==> src/rtl/branch_target_buffer_assoc_if.sv <==
// Fetch/resolve bus of the set-associative branch target buffer.
// No valid/ready pair: a lookup is issued every enabled cycle, and the update strobes are qualified by en.
interface branch_target_buffer_assoc_if #(
   parameter int ADDR_W = 64
);
   logic              en;
   logic              flush;
   logic [ADDR_W-1:0] current_pc;
   logic [ADDR_W-1:0] prev_pc;
   logic [ADDR_W-1:0] branch_pc;
   logic [ADDR_W-1:0] jump_pc;
   logic              was_taken;
   logic              not_taken;
   logic              jumped;
   logic              pred_hit;
   logic              pred_taken;
   logic [ADDR_W-1:0] predicted_branch_pc;

   modport master (
      output en, flush, current_pc, prev_pc, branch_pc, jump_pc,
      output was_taken, not_taken, jumped,
      input  pred_hit, pred_taken, predicted_branch_pc
   );

   modport slave (
      input  en, flush, current_pc, prev_pc, branch_pc, jump_pc,
      input  was_taken, not_taken, jumped,
      output pred_hit, pred_taken, predicted_branch_pc
   );
endinterface

==> src/rtl/branch_target_buffer_assoc.sv <==
// Set-associative BTB: full-tag compare, 2-bit hysteresis counters, round-robin victim
// selection in full sets, registered lookup that reads the table before the same-edge update.
module branch_target_buffer_assoc #(
   parameter int ADDR_W = 64,
   parameter int SETS   = 8,
   parameter int WAYS   = 2
) (
   input logic                   clk,
   input logic                   rst,
   branch_target_buffer_assoc_if.slave bus
);
   localparam int IDX_W = $clog2(SETS);
   localparam int TAG_W = ADDR_W - IDX_W - 2;
   localparam int PTR_W = (WAYS > 1) ? $clog2(WAYS) : 1;

   typedef logic [PTR_W-1:0] way_t;

   logic [WAYS-1:0]   valid_q  [SETS];
   logic [TAG_W-1:0]  tag_q    [SETS][WAYS];
   logic [ADDR_W-1:0] target_q [SETS][WAYS];
   logic [1:0]        ctr_q    [SETS][WAYS];
   way_t              ptr_q    [SETS];

   logic              pred_hit_q;
   logic              pred_taken_q;
   logic [ADDR_W-1:0] pred_pc_q;

   logic [IDX_W-1:0]  lk_idx, up_idx;
   logic [TAG_W-1:0]  lk_tag, up_tag;
   logic              lk_hit, up_hit, set_full;
   way_t              lk_way, up_way, vic_way;

   logic              wr_en, wr_adv;
   way_t              wr_way;
   logic [ADDR_W-1:0] wr_tgt;
   logic [1:0]        wr_ctr;

   logic              unused_pc_bits;
   assign unused_pc_bits = ^{bus.current_pc[1:0], bus.prev_pc[1:0]};

   assign lk_idx = bus.current_pc[IDX_W+1:2];
   assign lk_tag = bus.current_pc[ADDR_W-1:IDX_W+2];
   assign up_idx = bus.prev_pc[IDX_W+1:2];
   assign up_tag = bus.prev_pc[ADDR_W-1:IDX_W+2];

   // Scanning from the top way down leaves the lowest matching way selected.
   always_comb begin
      lk_hit = 1'b0;
      lk_way = '0;
      up_hit = 1'b0;
      up_way = '0;
      for (int w = WAYS - 1; w >= 0; w--) begin
         if (valid_q[lk_idx][w] && (tag_q[lk_idx][w] == lk_tag)) begin
            lk_hit = 1'b1;
            lk_way = way_t'(w);
         end
         if (valid_q[up_idx][w] && (tag_q[up_idx][w] == up_tag)) begin
            up_hit = 1'b1;
            up_way = way_t'(w);
         end
      end
   end

   always_comb begin
      vic_way  = ptr_q[up_idx];
      set_full = 1'b1;
      for (int w = WAYS - 1; w >= 0; w--) begin
         if (!valid_q[up_idx][w]) begin
            vic_way  = way_t'(w);
            set_full = 1'b0;
         end
      end
   end

   // Resolve-stage write decode; jumped outranks was_taken, which outranks not_taken.
   always_comb begin
      wr_en  = 1'b0;
      wr_adv = 1'b0;
      wr_way = up_way;
      wr_tgt = target_q[up_idx][up_way];
      wr_ctr = ctr_q[up_idx][up_way];
      if (bus.jumped) begin
         wr_en  = 1'b1;
         wr_tgt = bus.jump_pc;
         wr_ctr = 2'b11;
         if (!up_hit) begin
            wr_way = vic_way;
            wr_adv = set_full;
         end
      end else if (bus.was_taken) begin
         wr_en  = 1'b1;
         wr_tgt = bus.branch_pc;
         if (up_hit) begin
            wr_ctr = (ctr_q[up_idx][up_way] == 2'b11) ? 2'b11 : ctr_q[up_idx][up_way] + 2'd1;
         end else begin
            wr_way = vic_way;
            wr_ctr = 2'b10;
            wr_adv = set_full;
         end
      end else if (bus.not_taken && up_hit) begin
         wr_en  = 1'b1;
         wr_ctr = (ctr_q[up_idx][up_way] == 2'b00) ? 2'b00 : ctr_q[up_idx][up_way] - 2'd1;
      end
   end

   always_ff @(posedge clk) begin
      if (rst) begin
         for (int s = 0; s < SETS; s++) begin
            valid_q[s] <= '0;
            ptr_q[s]   <= '0;
            for (int w = 0; w < WAYS; w++) begin
               ctr_q[s][w] <= 2'b00;
            end
         end
         pred_hit_q   <= 1'b0;
         pred_taken_q <= 1'b0;
         pred_pc_q    <= '0;
      end else if (bus.en) begin
         if (bus.flush) begin
            for (int s = 0; s < SETS; s++) begin
               valid_q[s] <= '0;
            end
            pred_hit_q   <= 1'b0;
            pred_taken_q <= 1'b0;
            pred_pc_q    <= '0;
         end else begin
            pred_hit_q   <= lk_hit;
            pred_taken_q <= lk_hit && ctr_q[lk_idx][lk_way][1];
            pred_pc_q    <= (lk_hit && ctr_q[lk_idx][lk_way][1]) ? target_q[lk_idx][lk_way] : '0;
            if (wr_en) begin
               valid_q[up_idx][wr_way]  <= 1'b1;
               tag_q[up_idx][wr_way]    <= up_tag;
               target_q[up_idx][wr_way] <= wr_tgt;
               ctr_q[up_idx][wr_way]    <= wr_ctr;
               if (wr_adv) begin
                  ptr_q[up_idx] <= (WAYS > 1) ? ptr_q[up_idx] + way_t'(1) : '0;
               end
            end
         end
      end
   end

   assign bus.pred_hit            = pred_hit_q;
   assign bus.pred_taken          = pred_taken_q;
   assign bus.predicted_branch_pc = pred_pc_q;
endmodule

==> src/flat_wrapper.sv <==
// flat-port wrapper written by rule: the top's interface ports become plain ports
module branch_target_buffer_assoc_flat 
#(
   parameter int ADDR_W = 64,
   parameter int SETS   = 8,
   parameter int WAYS   = 2
)
  (clk, rst, bus_en, bus_flush, bus_current_pc, bus_prev_pc, bus_branch_pc, bus_jump_pc, bus_was_taken, bus_not_taken, bus_jumped, bus_pred_hit, bus_pred_taken, bus_predicted_branch_pc);
  branch_target_buffer_assoc_if #(.ADDR_W(ADDR_W)) bus_i ();
  input logic clk;
  input logic rst;
  input wire logic [$bits(bus_i.en)-1:0] bus_en;
  input wire logic [$bits(bus_i.flush)-1:0] bus_flush;
  input wire logic [$bits(bus_i.current_pc)-1:0] bus_current_pc;
  input wire logic [$bits(bus_i.prev_pc)-1:0] bus_prev_pc;
  input wire logic [$bits(bus_i.branch_pc)-1:0] bus_branch_pc;
  input wire logic [$bits(bus_i.jump_pc)-1:0] bus_jump_pc;
  input wire logic [$bits(bus_i.was_taken)-1:0] bus_was_taken;
  input wire logic [$bits(bus_i.not_taken)-1:0] bus_not_taken;
  input wire logic [$bits(bus_i.jumped)-1:0] bus_jumped;
  output wire logic [$bits(bus_i.pred_hit)-1:0] bus_pred_hit;
  output wire logic [$bits(bus_i.pred_taken)-1:0] bus_pred_taken;
  output wire logic [$bits(bus_i.predicted_branch_pc)-1:0] bus_predicted_branch_pc;
  assign bus_i.en = bus_en;
  assign bus_i.flush = bus_flush;
  assign bus_i.current_pc = bus_current_pc;
  assign bus_i.prev_pc = bus_prev_pc;
  assign bus_i.branch_pc = bus_branch_pc;
  assign bus_i.jump_pc = bus_jump_pc;
  assign bus_i.was_taken = bus_was_taken;
  assign bus_i.not_taken = bus_not_taken;
  assign bus_i.jumped = bus_jumped;
  assign bus_pred_hit = bus_i.pred_hit;
  assign bus_pred_taken = bus_i.pred_taken;
  assign bus_predicted_branch_pc = bus_i.predicted_branch_pc;
  branch_target_buffer_assoc #(.ADDR_W(ADDR_W), .SETS(SETS), .WAYS(WAYS)) u_core (.clk(clk), .rst(rst), .bus(bus_i));
endmodule
==> config.mk <==
export PLATFORM = sky130hd
export DESIGN_NAME = branch_target_buffer_assoc_flat
export DESIGN_NICKNAME = d
export VERILOG_FILES = /design/src/rtl/branch_target_buffer_assoc_if.sv /design/src/rtl/branch_target_buffer_assoc.sv /design/src/flat_wrapper.sv
export SDC_FILE = /design/constraint.sdc
export NUM_CORES = 2
export LEC_CHECK = 0
export CORE_UTILIZATION = 40
export DETAILED_ROUTE_END_ITERATION = 10
export PLACE_DENSITY = 0.64
export REMOVE_ABC_BUFFERS = 1
export SYNTH_ARGS = -nofsm -noshare
export SYNTH_HDL_FRONTEND = slang
export SYNTH_SLANG_ARGS = --single-unit
==> constraint.sdc <==
create_clock -name clk -period 23.5 [get_ports clk]
set_input_delay 4.7 -clock clk [delete_from_list [all_inputs] [get_ports clk]]
set_output_delay 4.7 -clock clk [all_outputs]
set_load 0.05 [all_outputs]
## After elaboration in Yosys (flattened, before gate mapping)

Memory sizes are Yosys's and may differ from the RTL's.
Cells that the tools add are included.

| storage, ports and cells | value |
|---|---|
| logic and storage cells | 133 |
| flip-flop bits (word level) | 66 |
| output and inout bits | 66 |
| bits in writable memories | 2024 |
| input port bits | 263 |
| memories | 5 |
| bits in latches | 0 |
| ROM bits | 0 |

| cells by class | value |
|---|---|
| reduce and logical (&&, ||, !) cells | 12 |
| bitwise gates (word level) | 11 |
| magnitude comparators | 6 |
| divide/modulo/power cells | 0 |
| $add $sub $neg | 3 |
| multipliers | 0 |
| shifts and indexed selects | 0 |
| mux-type cells | 88 |
| equality and inequality tests | 5 |

Memories:

| memory | depth | bits a word | read ports | clocked after memory_dff | wr ports | RTL line | RTL |
|---|---|---|---|---|---|---|---|
| u_core.target_q | 8 | 128 | 2 | 0 | 1 | branch_target_buffer_assoc.sv:20 | `logic [ADDR_W-1:0] target_q [SETS][WAYS];` |
| u_core.tag_q | 8 | 118 | 2 | 0 | 1 | branch_target_buffer_assoc.sv:19 | `logic [TAG_W-1:0] tag_q [SETS][WAYS];` |
| u_core.ctr_q | 8 | 4 | 2 | 0 | 8 | branch_target_buffer_assoc.sv:21 | `logic [1:0] ctr_q [SETS][WAYS];` |
| u_core.valid_q | 8 | 2 | 2 | 0 | 8 | branch_target_buffer_assoc.sv:18 | `logic [WAYS-1:0] valid_q [SETS];` |
| u_core.ptr_q | 8 | 1 | 1 | 0 | 8 | branch_target_buffer_assoc.sv:22 | `way_t ptr_q [SETS];` |

Operator list:

| kind | number |
|---|---|
| $mux 64 | 11 |
| $eq 59x59->1 | 4 |
| $mux 128 | 1 |
| $mux 118 | 1 |
| $demux 64 s1 | 1 |
| $demux 59 s1 | 1 |
| $mux 59 | 1 |
| $mux 2 | 24 |
| $mux 1 | 40 |
| $mux 4 | 3 |
| $mux 3 | 3 |
| $logic_and 1x1->1 | 8 |
| $or 1x1->1 | 8 |
| $ge 2x2->1 const B | 3 |
| $not 1->2 | 3 |
| $reduce_or 4->1 | 1 |
| $add 2x1->2 const B | 1 |
| $demux 2 s1 | 1 |
| $eq 2x2->1 const B | 1 |
| $logic_not 2->1 | 1 |
| $lt 1x2->1 const B | 1 |
| $lt 2x1->1 const B | 1 |
| $reduce_or 2->1 | 1 |
| $sub 2x1->2 const B | 1 |
| other kinds (4) | 4 |

## Depth between registers and ports, before layout

An unclocked memory read counts as a cell.

| logic depth | value |
|---|---|
| word-level depth | 16 |
| mapped depth | 18 |
| depth with buffers taken out | 10 |

## Least setup slack after synthesis

No wires, ideal clock.

| timing | value |
|---|---|
| path kind | input-to-reg |
| start | input port bus_prev_pc[4] |
| end | memory u_core.tag_q[0][100] (netlist name) (enable) |
| buffers on the path | 6 |
| stages | 15 |
| arrival | 10.558 ns |
| library setup time | 0.497 ns |
| required time | 23.003 ns |
| setup slack | 12.446 ns |
| path through | buf_2 buf_2 buf_2 buf_2 buf_2 mux2i_1 xor2_1 o2111ai_1 nor4_1 nand4_1 nor3_2 nand2_1 a21oi_1 clkbuf_1 and2_1 |

| on the way | value |
|---|---|
| word-level cells in the longest chain between the ends | 14 |
| elaborated cells between the ends (all ways) | 30 |
| classes of those cells | 2 x order compare; 2 x eq/ne; 18 x mux; 1 x bitwise; 4 x reduce/logical; 3 x memory |

Ends and longest elaborated chain:

| item | RTL line | RTL |
|---|---|---|
| start: declaration | flat_wrapper.sv:15 | `input wire logic [$bits(bus_i.prev_pc)-1:0] bus_prev_pc;` |
| $mem_v2 8x118 | -- |  |
| $eq 59x59->1 | branch_target_buffer_assoc.sv:57 | `if (valid_q[up_idx][w] && (tag_q[up_idx][w] == up_tag)) begin` |
| $logic_and 1x1->1 | branch_target_buffer_assoc.sv:57 |  |
| $mux 1 (2 in series) | branch_target_buffer_assoc.sv:57 |  |
| $mux 1 / $logic_and 1x1->1 (equally long branches) | branch_target_buffer_assoc.sv:86, branch_target_buffer_assoc.sv:93, branch_target_buffer_assoc.sv:100 |  |
| $mux 1, on equally long branches | branch_target_buffer_assoc.sv:90, branch_target_buffer_assoc.sv:100 |  |
| $mux 1, on equally long branches | branch_target_buffer_assoc.sv:82, branch_target_buffer_assoc.sv:90 |  |
| $not 1->2 (implied by the code) / $mux 1 (equally long branches) | branch_target_buffer_assoc.sv:132, branch_target_buffer_assoc.sv:82 |  |
| $ge 2x2->1 (implied by the code), or another cell as far along | branch_target_buffer_assoc.sv:132 | `tag_q[up_idx][wr_way] <= up_tag;` |
| $logic_and 1x1->1 (implied by the code) / $mux 1 (equally long branches) | branch_target_buffer_assoc.sv:132, branch_target_buffer_assoc.sv:119 |  |
| $mux 59 (implied by the code) / $mux 1 (equally long branches) | branch_target_buffer_assoc.sv:132, branch_target_buffer_assoc.sv:118 |  |
| $demux 59 s1 / $mux 1 (equally long branches) | branch_target_buffer_assoc.sv:132, branch_target_buffer_assoc.sv:107 |  |
| $mux 118 (implied by the code) | branch_target_buffer_assoc.sv:132 |  |
| end: declaration | branch_target_buffer_assoc.sv:19 |  |

Parallel ways exist; a longest one is shown, timed or not.

## Worst setup path after layout

| timing | value |
|---|---|
| start | input port bus_prev_pc[2] |
| end | memory u_core.target_q[4][27] (netlist name) (enable) |

| on the way | value |
|---|---|
| word-level cells in the longest chain between the ends | 14 |
| elaborated cells between the ends (all ways) | 30 |
| classes of those cells | 2 x order compare; 2 x eq/ne; 18 x mux; 1 x bitwise; 4 x reduce/logical; 3 x memory |

Ends and longest elaborated chain:

| item | RTL line | RTL |
|---|---|---|
| $mem_v2 8x118 | -- |  |
| $eq 59x59->1 | branch_target_buffer_assoc.sv:57 |  |
| $logic_and 1x1->1 | branch_target_buffer_assoc.sv:57 |  |
| $mux 1 (2 in series) | branch_target_buffer_assoc.sv:57 |  |
| $mux 1 / $logic_and 1x1->1 (equally long branches) | branch_target_buffer_assoc.sv:86, branch_target_buffer_assoc.sv:93, branch_target_buffer_assoc.sv:100 |  |
| $mux 1, on equally long branches | branch_target_buffer_assoc.sv:90, branch_target_buffer_assoc.sv:100 |  |
| $mux 1, on equally long branches | branch_target_buffer_assoc.sv:82, branch_target_buffer_assoc.sv:90 |  |
| $not 1->2 (implied by the code) / $mux 1 (equally long branches) | branch_target_buffer_assoc.sv:133, branch_target_buffer_assoc.sv:82 |  |
| $ge 2x2->1 (implied by the code), or another cell as far along | branch_target_buffer_assoc.sv:133 | `target_q[up_idx][wr_way] <= wr_tgt;` |
| $logic_and 1x1->1 (implied by the code) / $mux 1 (equally long branches) | branch_target_buffer_assoc.sv:133, branch_target_buffer_assoc.sv:119 |  |
| $mux 64 (implied by the code) / $mux 1 (equally long branches) | branch_target_buffer_assoc.sv:133, branch_target_buffer_assoc.sv:118 |  |
| $demux 64 s1 / $mux 1 (equally long branches) | branch_target_buffer_assoc.sv:133, branch_target_buffer_assoc.sv:107 |  |
| $mux 128 (implied by the code) | branch_target_buffer_assoc.sv:133 |  |
| end: declaration | branch_target_buffer_assoc.sv:20 |  |

Parallel ways exist; a longest one is shown, timed or not.

==> run metrics <==
CP max FO=45; H-tree levels=4; wire per inst=34.8 um; FP Rows=between 150 and 200; DR DRC count=0; fin area=111000 um^2; Leak=36.6 nW; flop-to-flop setup slack=15510 ps; Die Y=approximately 500 um; setup TNS=0 ps; initial antenna violation count=21; placed cells=8783; share of layout cells above drive strength 1=22.2%; first-pass GRT wire length=446000 um; Worst-Margin Slew=about 1400 ps; Worst Hold Class=register to register; die area=between 200000 and 250000 um^2; status=finished clean; Routed Antenna Nets=0; global placer's final weighted congestion=about 0.85; Syn Inst Count=~5.5k; count of cell types in the netlist=69; syn avg cell area=17.7 um^2; Final Hold Viols=0; DR pass1 iterations=6; DRT iter0 DRCs=8476; top-count cell post-synth=edfxtp_1; top cells by count, synth=2008 x edfxtp_1, 671 x mux4_2, 608 x mux2i_1; Clock Latency Late Sink=860 ps; Post-CTS Hold Buffers=0; max_cap viols=0; IO Port Bufs=324; total I/O pin count=329; root buf cell=clkbuf_16; PostCTS Resize Cnt=0; PwrDens=74.2 nW/um^2; Critical Path Source Type=primary input; Critical Path RT=23970 ps; fin util=45.8%; Crit. End Element=register; final layout net count=roughly 6.1k; Area contributors post-synth=edfxtp_1 62%, mux4_2 15%, mux2i_1 6.2%; Setup-failing EPs final=0; Yosys top cell by area=edfxtp_1; warnings from Yosys=0; max_slew headroom=8.69%; via count=a little over 60k; Mapped Area=97800 um^2; final period utilization=56.7%; Worst VDD drop=about 0.000064 V; number of register bits inferred by synthesis=2090; fillers=20.5k; CTS tree=yes; crit path DAT=13800 ps; GRT Util Overall=25.5%; Post-CTS Setup Inserts=0; core area=roughly 240000 um^2; Initial Utilization=40.2%; area added between synthesis and finish=13.9%; Non-Filler Instances=approximately 9k; Reg clk slew, reported paths=around 60 ps; met1 wire length=125000 um; placed cell area=between 100000 and 150000 um^2; total grt overflow=0; met3 routed WL=33300 um; Clock Skew=40.8 ps; minimum clock period after layout=13330 ps; clk sinks=2090; Post-synth ARST share=0%; detailed-placement wirelength estimate=185000 um; Final Max Slew Viols=0; Post-Route WL=320000 um; CP Class=primary input to register; Inserted Clock Buffers=210; ys flop type=edfxtp_1; largest net degree at the start of global routing=107; RSZ-0062 raised after global routing=false; sequential area share after synthesis=63.4%; Clock Path Buffers=3; Top Layer Used=met5; FMAX=approximately 0.075 GHz; Via density=6.57; Yosys top cell area share=61.7%; number of flops mapped to enable cells by yosys=2008; Met2 Wirelength=149000 um; vias in the first global route=59.9k; DIE WIDTH=~500 um
-- sequential cells by signal, indices dropped and copies added, names as in the netlist --
| signal | count |
|---|---|
| u_core.bus.predicted_branch_pc | 64 |
| u_core.tag_q | 944 |
| u_core.target_q | 1024 |
| u_core.bus.pred_taken | 1 |
| u_core.ctr_q | 32 |
| u_core.bus.pred_hit | 1 |
| u_core.ptr_q | 8 |
| u_core.valid_q | 16 |
-- cell families after synthesis --
family                    share of synthesized area, %
DFF                                               63.4
muxes                                             23.2
AOI/OAI and AO/OA                                 7.25
and+or+nand+nor                                   2.48
buffers and inverters                             2.13
xor gates and xnor gates                          1.61
-- cell usage in the layout (no fill, tap or decap), types with 21 or more instances in the layout --
cell type,Yosys,layout
mux4_2,671,671
bufinv_16,0,21
clkinv_1,1,38
a22oi_1,178,178
a2bb2oi_1,46,46
a22o_1,151,151
xnor2_1,147,147
mux2i_1,608,608
nand2_1,108,108
buf_4,33,158
o22ai_1,48,48
o21ai_0,60,60
edfxtp_1,2008,2008
a21o_1,29,29
dfxtp_1,82,82
a221oi_1,168,168
o211ai_1,43,43
nor2_1,106,94
nand3_1,43,43
clkdlybuf4s50_1,0,316
and3_1,42,42
nor4_1,36,34
clkbuf_1,194,50
nand4_1,30,30
clkbuf_16,0,216
xor2_1,33,33
mux2_2,129,129
clkinv_2,0,41
a21oi_1,128,126
-- final timing paths --
check,from,endpoint,cells past startpoint
worst max register to register,u_core.tag_q[3][79]$_DFFE_PP_,u_core.tag_q[2][101]$_DFFE_PP_,13
worst max-delay path,bus_prev_pc[2],u_core.target_q[4][27]$_DFFE_PP_,18
worst min register to register,u_core.bus.pred_hit$_SDFFE_PP0P_,u_core.bus.pred_hit$_SDFFE_PP0P_,2
worst min-delay path,u_core.bus.pred_hit$_SDFFE_PP0P_,u_core.bus.pred_hit$_SDFFE_PP0P_,2
-- metrics by stage --
step           total power [mW]  setup slack [ps]  hold WS (ps)
2_1_floorplan              4.56             10750           453
3_3_place_gp               4.93              9520           459
3_5_place_dp               4.94              9480           465
4_1_cts                    8.29             10350           481
5_1_grt                    8.47             10020           501
6_report                   8.27             10170           479
-- metal layers --
metal / up-vias / track usage [%]
met4: 8 / 10.2
met5: - / 0
met1: 31800 / 35.0
met2: 3859 / 39.8
met3: 630 / 5.03
li1: 24000 / -
-- critical path, cell delays in order --
cell and delay [ps]:
buf_8 370, buf_4 660, buf_4 690, buf_4 680, and2_1 240, buf_4 320, a22oi_1 170, a21oi_1 300
o22ai_1 160, or4_1 620, nor4_1 770, and3_1 320, nand2_1 80, a21oi_2 130, buf_4 360, and2_4 960
buf_4 870, buf_4 880
-- layout make-up --
class	count	area, um^2	share of cell area, %
Antenna cell	12	30.0	0.0270
Clock buffer	275	5720	5.13
Clock inverter	115	1170	1.05
Inverter	9	42.5	0.0382
Multi-Input combinational cell	2998	33900	30.5
Sequential cell	2090	61900	55.6
Tap cell	3202	4010	3.60
Timing Repair Buffer	484	4520	4.06
-- power breakdown --
part           internal (mW)  leakage [nW]  switching [mW]  total [mW]
Combinational          0.284          14.5           0.456       0.740
Clock                   1.94          3.37            1.45        3.40
Sequential              4.12          18.7         0.00740        4.13
Power figures use the tool's default switching activity.
